## src/rtl/alu_pkg.sv

```systemverilog
// Shared definitions for the ALU command driver: opcodes, burst size, FSM states.
// Latency: n/a (declarations only).
// Backpressure: n/a.
package alu_pkg;

    localparam logic [3:0] OP_ADD = 4'b0000;
    localparam logic [3:0] OP_SUB = 4'b0001;
    localparam logic [3:0] OP_MUL = 4'b0010;
    localparam logic [3:0] OP_AND = 4'b0011;
    localparam logic [3:0] OP_OR  = 4'b0100;
    localparam logic [3:0] OP_XOR = 4'b0101;
    localparam logic [3:0] OP_SHL = 4'b0110;
    localparam logic [3:0] OP_SHR = 4'b0111;
    localparam logic [3:0] OP_MAC = 4'b1000;
    localparam logic [3:0] OP_MAT = 4'b1001;

    // Beats per matrix burst and the width of the beat index carried with each result.
    localparam int MAT_N     = 8;
    localparam int IDX_W     = 3;
    // Result record {inst, idx, data} at default widths.
    localparam int RES_REC_W = 4 + IDX_W + 16;

    typedef enum logic [1:0] {
        S_IDLE  = 2'd0,
        S_ISSUE = 2'd1,
        S_WAIT  = 2'd2
    } state_t;

    function automatic logic is_mat(input logic [3:0] op);
        return op == OP_MAT;
    endfunction

endpackage

```

## src/rtl/sync_fifo.sv

```systemverilog
// Single-clock FIFO with full/empty/count; head is visible combinationally on o_dout.
// Latency: push visible at o_dout/o_empty one cycle after the push edge.
// Backpressure: push while full and pop while empty are ignored.
// Ports: i_clk, i_rst_n, i_push/i_din, i_pop, o_dout, o_full, o_empty, o_count.
module sync_fifo #(
    parameter int W     = 8,
    parameter int DEPTH = 8
) (
    input  logic                       i_clk,
    input  logic                       i_rst_n,
    input  logic                       i_push,
    input  logic [W-1:0]               i_din,
    input  logic                       i_pop,
    output logic [W-1:0]               o_dout,
    output logic                       o_full,
    output logic                       o_empty,
    output logic [$clog2(DEPTH):0]     o_count
);

    localparam int AW = $clog2(DEPTH);

    logic [W-1:0]  mem [DEPTH];
    logic [AW-1:0] wr_ptr;
    logic [AW-1:0] rd_ptr;
    logic [AW:0]   count;
    logic          do_push;
    logic          do_pop;

    assign do_push = i_push && !o_full;
    assign do_pop  = i_pop && !o_empty;

    // Storage carries no reset; validity is tracked by the pointers and count.
    always_ff @(posedge i_clk) begin
        if (do_push) begin
            mem[wr_ptr] <= i_din;
        end
    end

    always_ff @(posedge i_clk or negedge i_rst_n) begin
        if (!i_rst_n) begin
            wr_ptr <= '0;
            rd_ptr <= '0;
            count  <= '0;
        end else begin
            if (do_push) begin
                wr_ptr <= wr_ptr + AW'(1);
            end
            if (do_pop) begin
                rd_ptr <= rd_ptr + AW'(1);
            end
            case ({do_push, do_pop})
                2'b10:   count <= count + (AW+1)'(1);
                2'b01:   count <= count - (AW+1)'(1);
                default: count <= count;
            endcase
        end
    end

    assign o_dout  = mem[rd_ptr];
    assign o_full  = (count == (AW+1)'(DEPTH));
    assign o_empty = (count == '0);
    assign o_count = count;

endmodule

```

## src/rtl/alu_cmd_driver.sv

```systemverilog
// Buffers host commands, issues them to the ALU (matrix ops as MAT_N-beat bursts), collects tagged results.
// Latency: cmd push to o_alu_valid >= 2 cycles when idle; i_alu_out_valid to o_res_valid 1 cycle.
// Backpressure: o_cmd_ready drops when the command FIFO is full; issue waits for !i_alu_busy and result-FIFO room.
// Ports: host cmd (i_cmd_*/o_cmd_ready), ALU operand bus (o_alu_*, i_alu_busy), ALU result (i_alu_out_valid,
//        i_alu_data), host result (o_res_*, i_res_ready), status (o_idle, o_err_proto, o_err_timeout).
module alu_cmd_driver #(
    parameter int INST_W    = 4,
    parameter int DATA_W    = 16,
    parameter int CMD_DEPTH = 8,
    parameter int RES_DEPTH = 8,
    parameter int MAT_N     = alu_pkg::MAT_N,
    parameter int TIMEOUT   = 32
) (
    input  logic              i_clk,
    input  logic              i_rst_n,
    input  logic              i_cmd_valid,
    output logic              o_cmd_ready,
    input  logic [INST_W-1:0] i_cmd_inst,
    input  logic [DATA_W-1:0] i_cmd_a,
    input  logic [DATA_W-1:0] i_cmd_b,
    output logic              o_alu_valid,
    input  logic              i_alu_busy,
    output logic [INST_W-1:0] o_alu_inst,
    output logic [DATA_W-1:0] o_alu_a,
    output logic [DATA_W-1:0] o_alu_b,
    input  logic              i_alu_out_valid,
    input  logic [DATA_W-1:0] i_alu_data,
    output logic              o_res_valid,
    input  logic              i_res_ready,
    output logic [DATA_W-1:0] o_res_data,
    output logic [INST_W-1:0] o_res_inst,
    output logic [2:0]        o_res_idx,
    output logic              o_idle,
    output logic              o_err_proto,
    output logic              o_err_timeout
);

    import alu_pkg::*;

    localparam int CMD_W  = INST_W + 2*DATA_W;
    localparam int RW     = INST_W + IDX_W + DATA_W;
    localparam int CCNT_W = $clog2(CMD_DEPTH) + 1;
    localparam int RCNT_W = $clog2(RES_DEPTH) + 1;
    localparam int BEAT_W = (MAT_N > 1) ? $clog2(MAT_N) : 1;
    localparam int EXP_W  = $clog2(MAT_N + 1);
    localparam int TMO_W  = $clog2(TIMEOUT + 1);

    state_t              state, state_nxt;

    // Command FIFO
    logic                cmd_full, cmd_empty, cmd_pop;
    logic [CMD_W-1:0]    cmd_dout;
    logic [CCNT_W-1:0]   cmd_count;
    logic [INST_W-1:0]   head_inst;
    logic [DATA_W-1:0]   head_a, head_b;
    logic                head_is_mat;

    // Result FIFO
    logic                res_full, res_empty, res_push, res_pop;
    logic [RW-1:0]       res_din, res_dout;
    logic [RCNT_W-1:0]   res_count, res_free, res_need;

    // Control strobes from the next-state logic
    logic                fire, drop, enter_wait, tmo_hit, unexpected;
    logic [EXP_W-1:0]    exp_load;

    // Sequencing state
    logic [INST_W-1:0]   cur_inst;
    logic [BEAT_W-1:0]   beat_cnt;
    logic [EXP_W-1:0]    exp_cnt;
    logic [IDX_W-1:0]    res_idx;
    logic [TMO_W-1:0]    tmo_cnt;
    logic                err_proto, err_timeout;
    logic                unused_ok;

    sync_fifo #(.W(CMD_W), .DEPTH(CMD_DEPTH)) u_cmd_fifo (
        .i_clk   (i_clk),
        .i_rst_n (i_rst_n),
        .i_push  (i_cmd_valid),
        .i_din   ({i_cmd_inst, i_cmd_a, i_cmd_b}),
        .i_pop   (cmd_pop),
        .o_dout  (cmd_dout),
        .o_full  (cmd_full),
        .o_empty (cmd_empty),
        .o_count (cmd_count)
    );

    sync_fifo #(.W(RW), .DEPTH(RES_DEPTH)) u_res_fifo (
        .i_clk   (i_clk),
        .i_rst_n (i_rst_n),
        .i_push  (res_push),
        .i_din   (res_din),
        .i_pop   (res_pop),
        .o_dout  (res_dout),
        .o_full  (res_full),
        .o_empty (res_empty),
        .o_count (res_count)
    );

    assign unused_ok   = ^{cmd_count, res_full};

    assign head_inst   = cmd_dout[CMD_W-1 -: INST_W];
    assign head_a      = cmd_dout[2*DATA_W-1 -: DATA_W];
    assign head_b      = cmd_dout[DATA_W-1:0];
    assign head_is_mat = is_mat(head_inst);

    // Slots are reserved up front so a whole burst's results always fit.
    assign res_free    = RCNT_W'(RES_DEPTH) - res_count;
    assign res_need    = head_is_mat ? RCNT_W'(MAT_N) : RCNT_W'(1);

    assign res_din     = {cur_inst, res_idx, i_alu_data};
    assign res_pop     = i_res_ready && !res_empty;
    assign unexpected  = i_alu_out_valid && (state != S_WAIT);

    always_ff @(posedge i_clk or negedge i_rst_n) begin
        if (!i_rst_n) begin
            state <= S_IDLE;
        end else begin
            state <= state_nxt;
        end
    end

    always_comb begin
        state_nxt  = state;
        cmd_pop    = 1'b0;
        fire       = 1'b0;
        drop       = 1'b0;
        enter_wait = 1'b0;
        exp_load   = '0;
        res_push   = 1'b0;
        tmo_hit    = 1'b0;
        case (state)
            S_IDLE: begin
                if (!cmd_empty && (res_free >= res_need)) begin
                    state_nxt = S_ISSUE;
                end
            end
            S_ISSUE: begin
                if (!cmd_empty) begin
                    // A nonzero beat count means a burst is open: anything else at the head is discarded.
                    if ((beat_cnt != '0) && !head_is_mat) begin
                        cmd_pop = 1'b1;
                        drop    = 1'b1;
                    end else if (!i_alu_busy) begin
                        cmd_pop = 1'b1;
                        fire    = 1'b1;
                        if (!head_is_mat) begin
                            state_nxt  = S_WAIT;
                            enter_wait = 1'b1;
                            exp_load   = EXP_W'(1);
                        end else if (beat_cnt == BEAT_W'(MAT_N - 1)) begin
                            state_nxt  = S_WAIT;
                            enter_wait = 1'b1;
                            exp_load   = EXP_W'(MAT_N);
                        end
                    end
                end
            end
            S_WAIT: begin
                if (i_alu_out_valid) begin
                    res_push = 1'b1;
                    if (exp_cnt == EXP_W'(1)) begin
                        state_nxt = S_IDLE;
                    end
                end else if (tmo_cnt == TMO_W'(TIMEOUT - 1)) begin
                    tmo_hit   = 1'b1;
                    state_nxt = S_IDLE;
                end
            end
            default: state_nxt = S_IDLE;
        endcase
    end

    always_ff @(posedge i_clk or negedge i_rst_n) begin
        if (!i_rst_n) begin
            o_alu_valid <= 1'b0;
            o_alu_inst  <= '0;
            o_alu_a     <= '0;
            o_alu_b     <= '0;
            cur_inst    <= '0;
            beat_cnt    <= '0;
            exp_cnt     <= '0;
            res_idx     <= '0;
            tmo_cnt     <= '0;
            err_proto   <= 1'b0;
            err_timeout <= 1'b0;
        end else begin
            o_alu_valid <= fire;
            if (fire) begin
                o_alu_inst <= head_inst;
                o_alu_a    <= head_a;
                o_alu_b    <= head_b;
                cur_inst   <= head_inst;
                if (head_is_mat) begin
                    beat_cnt <= (beat_cnt == BEAT_W'(MAT_N - 1)) ? '0 : beat_cnt + BEAT_W'(1);
                end
            end
            if (enter_wait) begin
                exp_cnt <= exp_load;
                res_idx <= '0;
                tmo_cnt <= '0;
            end else if (res_push) begin
                exp_cnt <= exp_cnt - EXP_W'(1);
                res_idx <= res_idx + IDX_W'(1);
                tmo_cnt <= '0;
            end else if (tmo_hit) begin
                exp_cnt <= '0;
                tmo_cnt <= '0;
            end else if (state == S_WAIT) begin
                tmo_cnt <= tmo_cnt + TMO_W'(1);
            end
            if (drop || unexpected) begin
                err_proto <= 1'b1;
            end
            if (tmo_hit) begin
                err_timeout <= 1'b1;
            end
        end
    end

    assign o_cmd_ready   = !cmd_full;
    assign o_res_valid   = !res_empty;
    // Result fields are forced to zero when empty so stale FIFO storage never shows.
    assign o_res_data    = res_empty ? '0 : res_dout[DATA_W-1:0];
    assign o_res_idx     = res_empty ? '0 : res_dout[DATA_W +: IDX_W];
    assign o_res_inst    = res_empty ? '0 : res_dout[RW-1 -: INST_W];
    assign o_idle        = cmd_empty && res_empty && (state == S_IDLE);
    assign o_err_proto   = err_proto;
    assign o_err_timeout = err_timeout;

endmodule

```

## config.mk

```make
export PLATFORM = sky130hd
export DESIGN_NAME = alu_cmd_driver
export DESIGN_NICKNAME = d
export VERILOG_FILES = /design/src/rtl/alu_pkg.sv /design/src/rtl/sync_fifo.sv /design/src/rtl/alu_cmd_driver.sv
export SDC_FILE = /design/constraint.sdc
export NUM_CORES = 1
export LEC_CHECK = 0
export CAP_MARGIN = 15
export CORE_UTILIZATION = 50
export DETAILED_ROUTE_END_ITERATION = 16
export HOLD_SLACK_MARGIN = 0.12
export PLACE_DENSITY = 0.66
export SLEW_MARGIN = 0
export SYNTH_ARGS = -nofsm -noshare
export SYNTH_HDL_FRONTEND = slang
export SYNTH_SLANG_ARGS = --single-unit
```

## constraint.sdc

```tcl
create_clock -name i_clk -period 5.75 [get_ports i_clk]
set_input_delay 0.8625 -clock i_clk [delete_from_list [all_inputs] [get_ports i_clk]]
set_output_delay 0.8625 -clock i_clk [all_outputs]
set_load 0.1 [all_outputs]
```

==> results of run 1 <==
cells in the final DEF (no fill, tap or decap), types with 7 or more instances in the layout:
cell,Yosys,routed
clkbuf_1,24,10
clkbuf_16,0,55
xnor2_1,12,12
buf_4,0,27
mux2_2,50,50
clkinv_1,0,13
nand2b_1,10,10
nand2_1,26,26
clkinv_2,0,12
edfxtp_1,472,472
mux2_4,27,27
clkdlybuf4s50_1,0,121
mux4_2,114,114
mux2i_1,31,31
inv_1,19,19
ha_1,20,20
xor2_1,8,8
dfrtp_1,77,72
nand3_1,7,7
nor2_1,43,34
a21oi_1,9,9
cell type report:
class,count,area share
Antenna cell,1,0.00009845
Inverter,20,0.002953
Tap cell,577,0.02840
Sequential cell,549,0.6338
Timing Repair Buffer,150,0.05720
Multi-Input combinational cell,420,0.2075
Clock inverter,34,0.01285
Clock buffer,68,0.05725
metal layers:
metal,routed length [um],global-route usage,share of wire,vias up
li1,-,-,-,4498
met1,17780,0.2641,0.43,5206
met2,20550,0.3227,0.50,190
met3,2129,0.04669,0.052,58
met4,614,0.04430,0.015,8
met5,56,0,0.0014,-
power by group through the flow:
| stage | Sequential [W] | Combinational (W) | Clock (W) |
|---|---|---|---|
| final | 0.00557 | 0.00552 | 0.00350 |
| after global routing | 0.00566 | 0.00583 | 0.00375 |
| after CTS | 0.00559 | 0.00559 | 0.00359 |
| after detailed placement | 0.00567 | 0.00557 | 0 |
| after global placement | 0.00564 | 0.00552 | 0 |
| after floorplan | 0.00620 | 0.00366 | 0 |
kinds of logic (layout without fill, tap and decap cells):
kind of cell             after synthesis  after routing  synth area share
AO/OA/AOI/OAI                         37             37           0.01193
adder cells (fa/ha/maj)               21             21           0.01251
other                                  0              1                 0
XOR/XNOR                              20             20          0.008108
AND/OR/NAND/NOR                      116            116           0.02502
buffers and inverters                 63            272           0.01430
flip-flops                           549            549            0.7452
multiplexers                         226            226            0.1829
worst max path at each step:
stage	start	to	slack (ps)	cells after the start
2_1_floorplan	u_cmd_fifo.o_count[1]	u_cmd_fifo.mem[0][0]	20	5
3_3_place_gp	i_alu_out_valid	u_res_fifo.mem[1][14]	1840	6
3_5_place_dp	i_alu_out_valid	u_res_fifo.mem[1][16]	1800	6
4_1_cts	u_res_fifo.o_count[0]	o_idle	1200	6
5_1_grt	u_res_fifo.o_count[0]	o_idle	1000	6
6_report	u_res_fifo.o_count[0]	o_idle	1290	6
metrics by stage:
stage               instance area [um^2]  total power [W]  utilization  hold WS [ps]
global route                       25420          0.01524       0.6005         307.6
detailed placement                 23630          0.01124       0.5583         456.7
floorplan                          21600         0.009859            -         480.5
finish                             25420          0.01460       0.6006         301.3
global placement                   23630          0.01116       0.5583         452.3
CTS                                25410          0.01477       0.6004         301.0
flip-flops by register name (all words and copies together), names as in the netlist, 4 cells and up:
signal and flops:
tmo_cnt 6, u_cmd_fifo.mem 288, exp_cnt 4, u_res_fifo.mem 184, u_res_fifo.o_count 4, cur_inst 4
u_cmd_fifo.o_count 4, o_alu_b 16, o_alu_a 16
==> qor.csv, run 1 <==
metric;value;unit
Setup WS post-layout;1287;ps
fmax;0.2240;GHz
CTS sink cnt;549;
synth top area cells;edfxtp_1 66%, mux4_2 12%, dfrtp_1 8.9%;
grt total ovfl;0;
cell row count;75;
Worst Tran Pin Value;1156;ps
fin crit period;4463;ps
Worst-path clk slew;60;ps
fin crit share;0.7762;
static leakage;8.724;nW
max-capacitance violation count;0;
Post-route DRC;0;
initial antenna violation count;5;
area grow syn2layout;17.65;%
post-synthesis async set-or-reset flop share;0.1403;
reg2reg end;u_cmd_fifo.o_count[2];
final cell count without fillers;1819;
Clk network pwr share;0.240;
clk buf depth;3;
routability cong.;0.7329;
count leader, synth;edfxtp_1;
final setup vio count;0;
port bufs;122;
Comb pwr share;0.378;
DIE AREA;44040;um^2
EDFF count, synth;472;
synth warn;0;
slowest cell delay on critical path;1180;ps
IO Count;123;
chip width;209.9;um
Post-CTS Setup Bufs;0;
Crit path top cell by count;inv_1;
worst-case reg-to-reg path depth;11;
layout cell share with drive strength beyond 1;0.2643;
critical path buffer and inverter count;3;
post-synth cell types;50;
nets;1274;
CP endpoint kind;output pin;
pin count of the biggest net entering global routing;49;
Worst Setup Start Kind;register;
pre-CTS WS;1803;ps
core area;42320;um^2
register area;16110;um^2
Main synth FF type;edfxtp_1;
wire per inst;22.61;um
internal power;0.009117;W
Synth Net Count;1111;
total number of vias;9960;
TNS Setup;0;ps
clock skew;13.86;ps
fillers;3051;
Setup CP Type;register to output pin;
H-tree depth;2;
sequential share of power;0.382;
CTS-repair resized insts;0;
global-route wire length before repair;63910;um
Avg Synthesized Cell Area;20.93;um^2
CTS tree;yes;
Placed Cells;1715;
Yosys reg bits;549;
cell family with most CP delay;buffers and inverters;
Req. time, crit path;4890;ps
Arrival @ worst endpoint;3600;ps
DP HPWL;23430;um
vias in the first global route;10580;
clock latency on the worst-skew pair;600;ps
max-slew violations;0;
RR Startpoint;u_cmd_fifo.rd_ptr[0];
Final ANT Viol Nets;0;
CP Max Fanout;10;
Post-Syn Area;21600;um^2
RSZ-0062 raised after global routing;false;
Post-Syn Instances;1032;
Multi-input gate area;5274;um^2
Total Routing Usage GR;0.1950;
sequential-to-total area share from yosys stat;0.7452;
R2R Setup Slk;1970;ps
top-area cell type share of the netlist area;0.6560;
Psw;0.005478;W
total routed wirelength;41130;um
Chip Height;209.9;um
Final Hold Viols;0;
maximum VDD drop;0.0005562;V
drt pass-1 iters;5;
Starting Density;0.5105;
top post-synthesis cells by count;472 x edfxtp_1, 114 x mux4_2, 77 x dfrtp_1, 50 x mux2_2, 43 x nor2_1;
Max-slew headroom;0.2076;
total CTS buffers;54;
critical path cell sequence;inv_1 -> ha_1 -> nor3b_2 -> inv_1 -> nor4_1 -> clkdlybuf4s50_1;
largest area contributor in the netlist;edfxtp_1;
crit path max-delay cell type;clkdlybuf4s50_1;
Sw Ratio;0.3753;
Pwr Density;574.2;nW/um^2
status;finished, final reports clean;
CTS Root Cell;clkbuf_16;
cts hold-fix bufs;0;
HP Class;input port to async pin;
number of DRC markers in iteration 0;706;
Via density;5.476;
No activity file was read; power rests on OpenSTA's default activity.
==> run 2: changes to the inputs <==
==> constraint.sdc (replaced) <==
create_clock -name i_clk -period 4.4 [get_ports i_clk]
set_input_delay 0.66 -clock i_clk [delete_from_list [all_inputs] [get_ports i_clk]]
set_output_delay 0.66 -clock i_clk [all_outputs]
set_load 0.1 [all_outputs]
==> run 2 against run 1 <==
Net effect: highest routed layer unchanged; critical path type unchanged; largest power group is now combinational logic; final cell count up 0.71%; die area unchanged; register-to-register slack worse by 730 ps.
==> qor.csv, run 2 (same netlist as run 1, synthesis figures left out) <==
metric;value;unit;change
HP Class;input port to async pin;;
final design utilization;0.6044;;+0.003844
cell family with most CP delay;buffers and inverters;;
Final Cell Area;25580;um^2;+0.64%
Max-slew headroom;0.2852;;+0.07759
crit path launch;u_res_fifo.o_count[0];;
met1 Track Usage GR;0.2595;;-0.004601
DIE AREA;44040;um^2;unchanged
clock skew;17.51;ps;+3.643 ps
most crowded layer after global routing;met2;;
Chip Height;209.9;um;unchanged
status;finished, final reports clean;;
fmax;0.2695;GHz;
initial antenna violation count;5;;unchanged
CP Max Fanout;15;;+5
pin count of the biggest net entering global routing;57;;+16%
CTS Root Cell;clkbuf_16;;
Pwr Density;756.3;nW/um^2;+32%
Worst-path clk slew;60;ps;about the same
static leakage;8.844;nW;+1.4%
cell row count;75;;unchanged
RSZ-0062 raised after global routing;false;;
grt total ovfl;0;;unchanged
placed cell area;23670;um^2;+0.20%
port bufs;122;;unchanged
R2R Setup Slk;1240;ps;-730 ps
fin crit share;0.8434;;
slowest cell delay on critical path;1150;ps;-30 ps
CTS-repair resized insts;0;;unchanged
IO Count;123;;unchanged
Final Hold Viols;0;;unchanged
highest-count cells in the layout ignoring fill and taps;472 x edfxtp_1, 114 x mux4_2, 100 x clkdlybuf4s50_1;;
global-route wire length before repair;63730;um;-0.28%
Via density;5.572;;+1.8%
fillers;3003;;-1.6%
reg2reg end;u_cmd_fifo.o_count[2];;
Worst Tran Pin Value;1069;ps;-86.68 ps
Post-CTS Setup Bufs;0;;unchanged
total CTS buffers;55;;+1.9%
Min Hold Slack;150.4;ps;-150.9 ps
critical path cell sequence;inv_1 -> ha_1 -> nor3b_2 -> buf_4 -> nor2_1 -> clkdlybuf4s50_1;;
Largest register FFs;288;;unchanged
max-slew violations;0;;unchanged
Starting Density;0.5105;;unchanged
clk buf depth;3;;unchanged
Total Routing Usage GR;0.1945;;-0.0004858
area grow syn2layout;18.41;%;
final setup vio count;0;;unchanged
Req. time, crit path;3740;ps;-1150 ps
pre-CTS WS;935.2;ps;-867.3 ps
cts hold-fix bufs;0;;unchanged
total routed wirelength;41580;um;+1.1%
met2 usage;0.3263;;+0.003551
Setup WS post-layout;689.0;ps;-597.7 ps
commonest non-fill, non-tap cell in the layout;edfxtp_1;;
vias in the first global route;10873;;+2.8%
RR Startpoint;u_cmd_fifo.rd_ptr[0];;
Biggest register;u_cmd_fifo.mem;;
Setup CP Type;register to output pin;;
Arrival @ worst endpoint;3050;ps;-550 ps
Worst Setup Start Kind;register;;
clock latency on the worst-skew pair;600;ps;about the same
routability cong.;0.7658;;+4.5%
met3 Use GR;0.04055;;-0.006135
DP HPWL;24350;um;+3.9%
Post-route DRC;0;;unchanged
CTS tree;yes;;
number of DRC markers in iteration 0;714;;+1.1%
worst-case reg-to-reg path depth;11;;unchanged
CTS sink cnt;549;;unchanged
crit path max-delay cell type;clkdlybuf4s50_1;;
layout cell share with drive strength beyond 1;0.2974;;+0.03315
drt pass-1 iters;7;;+2
H-tree depth;2;;unchanged
wire per inst;22.70;um;+0.39%
chip width;209.9;um;unchanged
total number of vias;10208;;+2.5%
max-capacitance violation count;0;;unchanged
core area;42320;um^2;unchanged
maximum VDD drop;0.0006794;V;+22%
Levels on crit path;6;;unchanged
top flop regs;u_cmd_fifo.mem: 288 flops, u_res_fifo.mem: 184 flops;;
fin crit period;3711;ps;
Final ANT Viol Nets;0;;unchanged
CP endpoint kind;output pin;;
CP endpoint;o_res_data[13];;
nets;1286;;+0.94%
critical path buffer and inverter count;3;;unchanged
==> run 2: how the worst min path moves through the flow <==
stage,endpoint,slack (ps),cells after the start
after floorplan,beat_cnt[0],360,0
after global placement,o_err_timeout,460,2
after detailed placement,o_err_timeout,460,2
after CTS,o_alu_b[5],170,1
after global routing,o_alu_b[3],200,1
final,o_alu_b[5],150,1
==> run 2: final cells by class <==
cell class	instances	area (um^2)	share of cell area
sequential	549	16110	0.6297
multi-input combinational	420	5295	0.2070
clock buffer	69	1521	0.05948
timing repair buffer	161	1471	0.05752
tap	577	721.9	0.02822
clock inverter	35	384.1	0.01502
inverter	20	75.07	0.002935
antenna	1	2.502	0.00009782
==> run 2: routing by layer <==
layer	vias to the layer above	routed length, um	share of wire
met5	-	43	0.0010
met4	8	763	0.018
met3	67	2053	0.049
met2	246	20740	0.50
met1	5361	17980	0.43
li1	4526	-	-
==> run 2: where the power goes <==
part | leakage, nW | total (W) | switching [W] | internal [W]
Clock | 0.925 | 0.00484 | 0.00196 | 0.00287
Combinational | 2.74 | 0.00750 | 0.00478 | 0.00272
Sequential | 5.17 | 0.00700 | 0.000545 | 0.00646
==> run 2: worst register-to-register path, cell delays in order (launching register included) <==
cell and delay [ps]:
dfrtp_4 520, mux4_1 560, mux2_2 300, a41oi_1 370, o21a_1 260, ha_1 290
xor2_1 100, ha_1 180, a21oi_1 140, xnor2_1 130, nand2_1 80, xnor2_1 120
==> run 2: per-stage QoR <==
step | TNS (ps) | total power (W) | std cells
detailed placement | 0 | 0.01471 | 1727
global route | 0 | 0.02011 | 1831
finish | 0 | 0.01935 | 1832
floorplan | -38630 | 0.01289 | 1032
CTS | 0 | 0.01957 | 1831
global placement | 0 | 0.01462 | 1727
==> run 3: changes to the inputs <==
==> constraint.sdc (replaced) <==
create_clock -name i_clk -period 3.8 [get_ports i_clk]
set_input_delay 0.57 -clock i_clk [delete_from_list [all_inputs] [get_ports i_clk]]
set_output_delay 0.57 -clock i_clk [all_outputs]
set_load 0.1 [all_outputs]
==> run 3 against run 2 <==
Net effect: combinational power rose by 16%; critical endpoint is now o_res_inst[3]; flip-flop and latch count did not move; critical path depth fell by 1; non-clock buffer count rose by 5.
==> qor.csv, run 3 (same netlist as run 1, synthesis figures left out) <==
metric;value;unit;change
static leakage;8.773;nW;-0.80%
pin count of the biggest net entering global routing;51;;-11%
top flop regs;u_cmd_fifo.mem: 288 flops, u_res_fifo.mem: 184 flops;;
nets;1290;;+0.31%
layout cell share with drive strength beyond 1;0.2890;;-0.008435
RSZ-0062 raised after global routing;false;;
critical path cell sequence;buf_12 -> mux4_2 -> mux2i_1 -> nor2_1 -> buf_4;;
max-capacitance violation count;0;;unchanged
Final Hold Viols;0;;unchanged
status;finished, final reports clean;;
Via density;5.558;;-0.26%
Hold Path End;o_err_timeout;;
number of DRC markers in iteration 0;543;;-24%
Max-slew headroom;0.3032;;+0.01802
fmax;0.2969;GHz;
H-tree depth;2;;unchanged
routability cong.;0.7671;;+0.17%
CTS tree;yes;;
Worst-path clk slew;60;ps;about the same
IO Count;123;;unchanged
DP HPWL;23840;um;-2.1%
total routed wirelength;41700;um;+0.27%
critical path buffer and inverter count;2;;-1
Setup CP Type;register to output pin;;
highest-count cells in the layout ignoring fill and taps;472 x edfxtp_1, 114 x mux4_2, 96 x clkdlybuf4s50_1;;
Multi-input gate area;5304;um^2;+0.17%
final setup vio count;0;;unchanged
port bufs;122;;unchanged
clock latency on the worst-skew pair;600;ps;about the same
fin crit share;0.8862;;
Worst Tran Pin Value;1042;ps;-26.94 ps
DIE AREA;44040;um^2;unchanged
wire per inst;22.74;um;+0.16%
initial antenna violation count;4;;-1
fillers;3049;;+1.5%
Hold Path Depth;2;;
vias in the first global route;10813;;-0.55%
Largest register FFs;288;;unchanged
chip width;209.9;um;unchanged
Chip Height;209.9;um;unchanged
met1 Track Usage GR;0.2617;;+0.002180
met3 Use GR;0.03696;;-0.003591
Power Total;0.02191;W;+13%
crit path max-delay cell type;dfrtp_2;;
Pwr Density;859.9;nW/um^2;+14%
met2 usage;0.3297;;+0.003437
Req. time, crit path;3230;ps;-510 ps
maximum VDD drop;0.0008979;V;+32%
HP Class;register to register;;
cell family with most CP delay;multiplexers;;
reg2reg end;u_cmd_fifo.o_count[2];;
RR Startpoint;u_cmd_fifo.rd_ptr[0];;
CTS Root Cell;clkbuf_16;;
clk buf depth;3;;unchanged
Hold Startpoint;o_err_timeout;;
CP endpoint kind;output pin;;
area grow syn2layout;17.92;%;
drt pass-1 iters;5;;-2
clock skew;15.18;ps;-2.325 ps
grt total ovfl;0;;unchanged
total CTS buffers;54;;-1.8%
global-route wire length before repair;64720;um;+1.6%
max-slew violations;0;;unchanged
CP Max Fanout;18;;+3
most crowded layer after global routing;met2;;
Worst Setup Start Kind;register;;
Post-route DRC;0;;unchanged
Min Hold Slack;478.2;ps;+327.8 ps
CTS sink cnt;549;;unchanged
Arrival @ worst endpoint;2800;ps;-250 ps
commonest non-fill, non-tap cell in the layout;edfxtp_1;;
Total Routing Usage GR;0.1968;;+0.002312
slowest cell delay on critical path;800;ps;-350 ps
fin crit period;3368;ps;
R2R Setup Slk;670;ps;-570 ps
Placed Cells;1731;;+0.23%
final cell count without fillers;1834;;+0.11%
core area;42320;um^2;unchanged
Final ANT Viol Nets;0;;unchanged
Biggest register;u_cmd_fifo.mem;;
worst-case reg-to-reg path depth;11;;unchanged
cell row count;75;;unchanged
Starting Density;0.5105;;unchanged
total number of vias;10193;;-0.15%
register area;16110;um^2;unchanged
run 3: cell types whose count changed in the layout (fill, tap and decap cells not counted):
cell,change
clkdlybuf4s50_1,-4
bufinv_16,-6
clkinv_1,-3
clkinvlp_4,-3
buf_12,+6
nor4_4,+1
clkbuf_8,+2
clkinv_2,-8
clkinv_4,-1
dlygate4sd3_1,+1
nor4_2,-1
clkbuf_1,+18
clkbuf_16,-2
buf_4,+2
run 3: area by class of cell:
class | count | share of cell area
Clock buffer | 87 | 0.06149
Clock inverter | 14 | 0.004764
Tap cell | 577 | 0.02834
Antenna cell | 1 | 0.00009822
Timing Repair Buffer | 166 | 0.06188
Sequential cell | 549 | 0.6323
Multi-Input combinational cell | 420 | 0.2082
Inverter | 20 | 0.002947
run 3: how the worst max path moves through the flow:
stage | cells after the start | from | slack, ps | end
floorplan | 5 | u_cmd_fifo.o_count[1] | -960 | u_cmd_fifo.mem[2][0]
global placement | 11 | i_alu_out_valid | 630 | u_res_fifo.o_count[3]
detailed placement | 11 | i_alu_out_valid | 600 | u_res_fifo.o_count[3]
CTS | 5 | u_res_fifo.rd_ptr[0] | 390 | o_res_inst[3]
global route | 5 | u_res_fifo.rd_ptr[0] | 270 | o_res_inst[3]
finish | 5 | u_res_fifo.rd_ptr[0] | 430 | o_res_inst[3]
run 3: worst register-to-register path, delay by kind of cell, from the launching register on:
family                   cells  cell delay (ps)
multiplexers                 2              900
AO/OA/AOI/OAI                3              670
flip-flops                   1              540
adder cells (fa/ha/maj)      2              480
XOR/XNOR                     3              360
AND/OR/NAND/NOR              1               80
run 3: power breakdown:
group	switching, W	leakage (nW)	internal (W)
Sequential	0.000688	5.17	0.00748
Clock	0.00218	0.811	0.00289
Combinational	0.00547	2.79	0.00319
run 3: through the flow:
stage / area, um^2 / setup TNS, ps / worst slack, ps / utilization
2_1_floorplan: 21630 / -118840 / -957.7 / -
3_3_place_gp: 23780 / 0 / 629.3 / 0.5618
3_5_place_dp: 23780 / 0 / 597.9 / 0.5618
4_1_cts: 25470 / 0 / 390.2 / 0.6019
5_1_grt: 25470 / 0 / 272.6 / 0.6019
6_report: 25480 / 0 / 432.3 / 0.6020
run 3: metal layers:
layer  wire (um)  share of wire  vias to the layer above
li1            -              -                     4533
met1       17730           0.43                     5335
met2       20890           0.50                      244
met3        2086          0.050                       75
met4         955          0.023                        6
met5          36        0.00086                        -
run 3: timing repair:
action / 4_1_cts / 5_1_grt
setup buffers: 0 / 0
hold buffers: 1 / 0
resized for setup: 0 / 0
hold endpoints to repair: 38 / 0
